--- src/rtl/mdu_seq_ctl.sv ---
// rtl/mdu_seq_ctl.sv - sequencer for the iterative shift-add multiply/divide datapath
//
// Build option: MDU_MADDU_EN
//   defined   : funct 1 (maddu) is sequenced and accumulates into {HI,LO} at commit.
//   undefined : only multu (funct 25) is sequenced; funct 1 is ignored and hilo_acc is 0.
//
// Ports:
//   clk, rst_n      clock, asynchronous active-low reset
//   issue_valid     EX holds an R-type instruction
//   issue_funct     funct field of that instruction
//   mf_req          EX holds mfhi/mflo
//   flush           squash the in-flight multiply
//   stall           freeze IF/ID/EX (combinational)
//   busy            sequencer is not idle
//   mul_load        datapath latches operands, clears partial product
//   mul_step        datapath performs one shift-add iteration
//   mul_op          000000 idle, 011001 multu, 000001 maddu, 111111 commit
//   hilo_we         write product into HI/LO at the next edge
//   hilo_acc        with hilo_we, accumulate instead of overwrite
//   done            one-cycle pulse coincident with hilo_we
//   step_cnt        current iteration index (debug)

module mdu_seq_ctl #(
    parameter int STEPS = 32,
    parameter int CNT_W = 6
) (
    input  logic             clk,
    input  logic             rst_n,
    input  logic             issue_valid,
    input  logic [5:0]       issue_funct,
    input  logic             mf_req,
    input  logic             flush,
    output logic             stall,
    output logic             busy,
    output logic             mul_load,
    output logic             mul_step,
    output logic [5:0]       mul_op,
    output logic             hilo_we,
    output logic             hilo_acc,
    output logic             done,
    output logic [CNT_W-1:0] step_cnt
);

    localparam logic [5:0] FUNCT_MULTU = 6'd25;
    localparam logic [5:0] FUNCT_MADDU = 6'd1;
    localparam logic [5:0] OP_IDLE     = 6'b000000;
    localparam logic [5:0] OP_MULTU    = 6'b011001;
    localparam logic [5:0] OP_MADDU    = 6'b000001;
    localparam logic [5:0] OP_COMMIT   = 6'b111111;

    localparam logic [CNT_W-1:0] CNT_LAST = CNT_W'(STEPS - 1);
    localparam logic [CNT_W-1:0] CNT_ZERO = '0;
    localparam logic [CNT_W-1:0] CNT_ONE  = CNT_W'(1);

    typedef enum logic [1:0] {
        S_IDLE   = 2'd0,
        S_LOAD   = 2'd1,
        S_RUN    = 2'd2,
        S_COMMIT = 2'd3
    } state_t;

    state_t           state;
    state_t           state_nxt;
    logic [CNT_W-1:0] cnt;
    logic [CNT_W-1:0] cnt_nxt;
    logic             op_maddu;
    logic             op_maddu_nxt;

    logic             issue_maddu;
    logic             issue_mul;
    logic             accept;

    // Instruction decode: only funct codes the build supports count as a mul.
`ifdef MDU_MADDU_EN
    assign issue_maddu = (issue_funct == FUNCT_MADDU);
`else
    assign issue_maddu = 1'b0;
`endif
    assign issue_mul = (issue_funct == FUNCT_MULTU) | issue_maddu;

    // In IDLE a flush wins over a simultaneous issue.
    assign accept = (state == S_IDLE) & issue_valid & issue_mul & ~flush;

    always_ff @(posedge clk or negedge rst_n) begin
        if (!rst_n) begin
            state    <= S_IDLE;
            cnt      <= CNT_ZERO;
            op_maddu <= 1'b0;
        end else begin
            state    <= state_nxt;
            cnt      <= cnt_nxt;
            op_maddu <= op_maddu_nxt;
        end
    end

    always_comb begin
        state_nxt    = state;
        cnt_nxt      = cnt;
        op_maddu_nxt = op_maddu;
        case (state)
            S_IDLE: begin
                cnt_nxt = CNT_ZERO;
                if (accept) begin
                    state_nxt    = S_LOAD;
                    op_maddu_nxt = issue_maddu;
                end
            end
            S_LOAD: begin
                cnt_nxt   = CNT_ZERO;
                state_nxt = flush ? S_IDLE : S_RUN;
            end
            S_RUN: begin
                if (flush) begin
                    state_nxt = S_IDLE;
                    cnt_nxt   = CNT_ZERO;
                end else if (cnt == CNT_LAST) begin
                    state_nxt = S_COMMIT;
                    cnt_nxt   = CNT_ZERO;
                end else begin
                    cnt_nxt = cnt + CNT_ONE;
                end
            end
            S_COMMIT: begin
                // A commit is already architecturally visible; flush cannot cancel it.
                state_nxt = S_IDLE;
                cnt_nxt   = CNT_ZERO;
            end
            default: begin
                state_nxt = S_IDLE;
                cnt_nxt   = CNT_ZERO;
            end
        endcase
    end

    always_comb begin
        busy     = (state != S_IDLE);
        mul_load = 1'b0;
        mul_step = 1'b0;
        mul_op   = OP_IDLE;
        hilo_we  = 1'b0;
        hilo_acc = 1'b0;
        done     = 1'b0;
        case (state)
            S_LOAD: begin
                mul_load = 1'b1;
                mul_op   = op_maddu ? OP_MADDU : OP_MULTU;
            end
            S_RUN: begin
                mul_step = 1'b1;
                mul_op   = op_maddu ? OP_MADDU : OP_MULTU;
            end
            S_COMMIT: begin
                hilo_we = 1'b1;
                done    = 1'b1;
                mul_op  = OP_COMMIT;
`ifdef MDU_MADDU_EN
                hilo_acc = op_maddu;
`else
                hilo_acc = 1'b0;
`endif
            end
            default: begin
                mul_op = OP_IDLE;
            end
        endcase
    end

    // A held request is dropped in a flush cycle, so it must not keep EX frozen.
    assign stall    = busy & ((issue_valid & issue_mul) | mf_req) & ~flush;
    assign step_cnt = cnt;

endmodule

--- config.mk ---
export PLATFORM = sky130hd
export DESIGN_NAME = mdu_seq_ctl
export DESIGN_NICKNAME = d
export VERILOG_FILES = /design/src/rtl/mdu_seq_ctl.sv
export SDC_FILE = /design/constraint.sdc
export NUM_CORES = 1
export LEC_CHECK = 0
export ABC_AREA = 1
export CAP_MARGIN = 20
export CORE_AREA = 2 2 39 41
export DETAILED_ROUTE_END_ITERATION = 10
export DIE_AREA = 0 0 41 43
export DONT_BUFFER_PORTS = 1
export PLACE_DENSITY = 0.58
export SETUP_SLACK_MARGIN = 0.02
export SLEW_MARGIN = 20
export SYNTH_ARGS = -nofsm -noshare
export SYNTH_HDL_FRONTEND = slang
export SYNTH_SLANG_ARGS = --single-unit
--- constraint.sdc ---
create_clock -name clk -period 2.6 [get_ports clk]
set_input_delay 0.13 -clock clk [delete_from_list [all_inputs] [get_ports clk]]
set_output_delay 0.13 -clock clk [all_outputs]
set_load 0.05 [all_outputs]
==> metrics.yaml <==
status: "complete, no violations"
drv_slew: 0
slowest_delay_ns: 0.67
grt_max_degree: 9
cp_slowest_cell: "dfrtp_1"
rsz0062_at_grt: "no"
ios: 30
portBuffers: 0
hpwl_um: 697
die_h_um: 43
wirelength_um: 878
drc: 0
place_inst: 81
postCtsSetupBuffers: 0
clkPwrFrac_pct: 16.5
cts.clk_slew.worst_paths_ns: 0.06
grt_first_pass_wirelength_um: 1390
switching_share_pct: 59.4
power.static_leakage_nw: 0.266
postRouteAntennaNets: 0
tightest_slew_ns: 0.896
via_count: 375
synth-xor-area-share_pct: 3.43
crit_path_frequent_cell: "nand2_1"
synth_seq_area_share_pct: 39.2
row_count: 14
stdcell_area_sq_um: 526
clock_skew_ns: 0.00826
cts_buffer_depth: 2
setup.worst_path.class: "register to register"
max-cap-violations: 0
cts_root_buf: "clkbuf_4"
synth_compound_area_share_pct: 4.66
slew_headroom_pct: 40.1
layout.nets: 83
period_share_pct: 63.1
synth_fp_nets: 82
final.min_clock_period_ns: 1.64
clock_sinks: 8
syn_avg_cell_area_sq_um: 7.29
drt_iter0_markers: 2
cp.required_ns: 2.73
crit_chain: "ha_1 -> nand2_1 -> nor2_2 -> nand2_1 -> o21ai_2 -> nor2_1"
cts_tree: "built"
critPathLaunchType: "register"
grt_usage_pct: 12.2
multi_input_area_sq_um: 205
synthCells: 70
comb_power_share_pct: 55.2
area_delta_synth_final_pct: 2.94
first_pass_iters: 2
core_area_sq_um: 1380
yosysWarnings: 0
path_buf_inv: 0
p_int_w: 0.000236
synthesis.area_sq_um: 510
total_power_w: 0.000580
grt_pass1_vias: 341
wl_per_cell_um: 10.3
synth-adder-area-share_pct: 2.45
cp_top_family: "flip-flops"
hold_class: "input pin to register"
overflow: 0
final-instance-count-excl-fill: 85
ys_seq_elements: 8
register_area_sq_um: 200
die-area_sq_um: 1760
h-tree-depth: 1
synth_top_family_by_area: "simple AND/OR/NAND/NOR gates"
antenna_cells: 0
synth_mux_area_share_pct: 0
ir_worst_vdd_mv: 0.896
gp_congestion: 0.651
max_freq_mhz: 609
clk_latency_ns: 0.25
switchingPower_w: 0.000345
antenna_found_initial: 0
seqPwrFrac_pct: 28.3
arrival_ns: 1.77
hold_viol: 0
viasPerCell: 4.41
yosys.area_share.simple_pct: 28.9
fillCellCount: 156
dpl_cell_area_sq_um: 493
final.setup.tns_ns: 0
die_width_um: 41
cts_buffers: 3
worst_setup_path_end_kind: "register"
p_per_area_nw_per_um2: 1100
finalSetupViolCount: 0
hold_ws_ns: 0.0377
cp_max_fo: 4
start_util_pct: 36.9
drive_gt1_share_pct: 18.8
synthDistinctLibCells: 15
## registers in the layout, indices dropped and copies added, names as in the netlist
register	cells
step_cnt	6
state	2
## worst paths after layout
check	startpoint	to	slack, ns	depth (start not counted)
hold / removal	flush	step_cnt[1]	0.04	3
setup / recovery	step_cnt[0]	step_cnt[3]	0.96	6
setup reg to reg	step_cnt[0]	step_cnt[3]	0.96	6
min in group asynchronous	rst_n	step_cnt[5]	0.23	1
max in group asynchronous	rst_n	state[1]	2.09	1
hold reg to reg	state[0]	state[0]	0.59	3
## per-stage QoR
step / setup slack, ns / util, %
after floorplan: 0.834 / -
after global placement: 0.996 / 35.6
after detailed placement: 0.961 / 35.6
after CTS: 0.946 / 38.0
after global routing: 0.789 / 38.0
final: 0.959 / 38.0
## tightest hold or removal path, cell delays in order
cell and delay, ns:
inv_1 0.04, nand2_1 0.05, nor2_1 0.03
## cell usage in the layout (no fill, tap or decap)
| cell type | instances |
|---|---|
| xnor2_1 | 1 |
| nor2_2 | 1 |
| dfrtp_1 | 8 |
| nand2_2 | 2 |
| conb_1 | 1 |
| o21ai_2 | 1 |
| inv_2 | 2 |
| clkbuf_4 | 3 |
| a21oi_1 | 3 |
| xor2_1 | 1 |
| nor2_1 | 13 |
| dlygate4sd3_1 | 1 |
| buf_4 | 3 |
| inv_1 | 10 |
| ha_1 | 1 |
| nor2_4 | 1 |
| nand2_1 | 13 |
| nand3_1 | 4 |
## layer usage
layer  vias up  routed length, um  track usage (%)
met5         -                  0                0
met2        17                411             15.0
li1        198                  -                -
met3         0                 66             4.71
met1       160                399             15.8
met4         0                  0             10.7
## synthesized netlist by cell type (all sizes together)
| cell type | count | area, sq um |
|---|---|---|
| inv | 12 | 45.0 |
| xor2 | 1 | 8.76 |
| nand2 | 15 | 61.3 |
| xnor2 | 1 | 8.76 |
| dfrtp | 8 | 200 |
| a21oi | 3 | 15.0 |
| nand3 | 4 | 20.0 |
| nor2 | 15 | 66.3 |
| ha | 1 | 12.5 |
| conb | 1 | 3.75 |
| buf | 8 | 60.1 |
| o21ai | 1 | 8.76 |
## what timing repair did
item	4_1_cts	5_1_grt
resized for setup	0	0
hold buffers	1	0
setup endpoints to repair	0	0
endpoints found under the hold margin	8	0
## cells by family (layout without fill, tap and decap cells)
logic type	count (synthesis)	count (layout)
other cells	1	1
simple gates	34	34
flops	8	8
compound gates	4	4
buf+inv	20	19
xor+xnor	2	2
fa+ha+maj	1	1
## power groups by stage
stage	registers (W)	clock network [W]	logic (W)
4_1_cts	0.000164	0.000101	0.000323
3_3_place_gp	0.000166	0	0.000320
6_report	0.000164	0.0000957	0.000320
5_1_grt	0.000168	0.000107	0.000340
2_1_floorplan	0.000163	0	0.000336
3_5_place_dp	0.000166	0	0.000319
## final cells by class
cell class | count | area share (%)
clock buffer | 3 | 4.29
timing repair buffer | 4 | 6.19
sequential | 8 | 38.1
multi-input combinational | 42 | 39.0
tap | 16 | 3.81
inverter | 12 | 8.57
No activity file was read; power rests on OpenSTA's default activity.
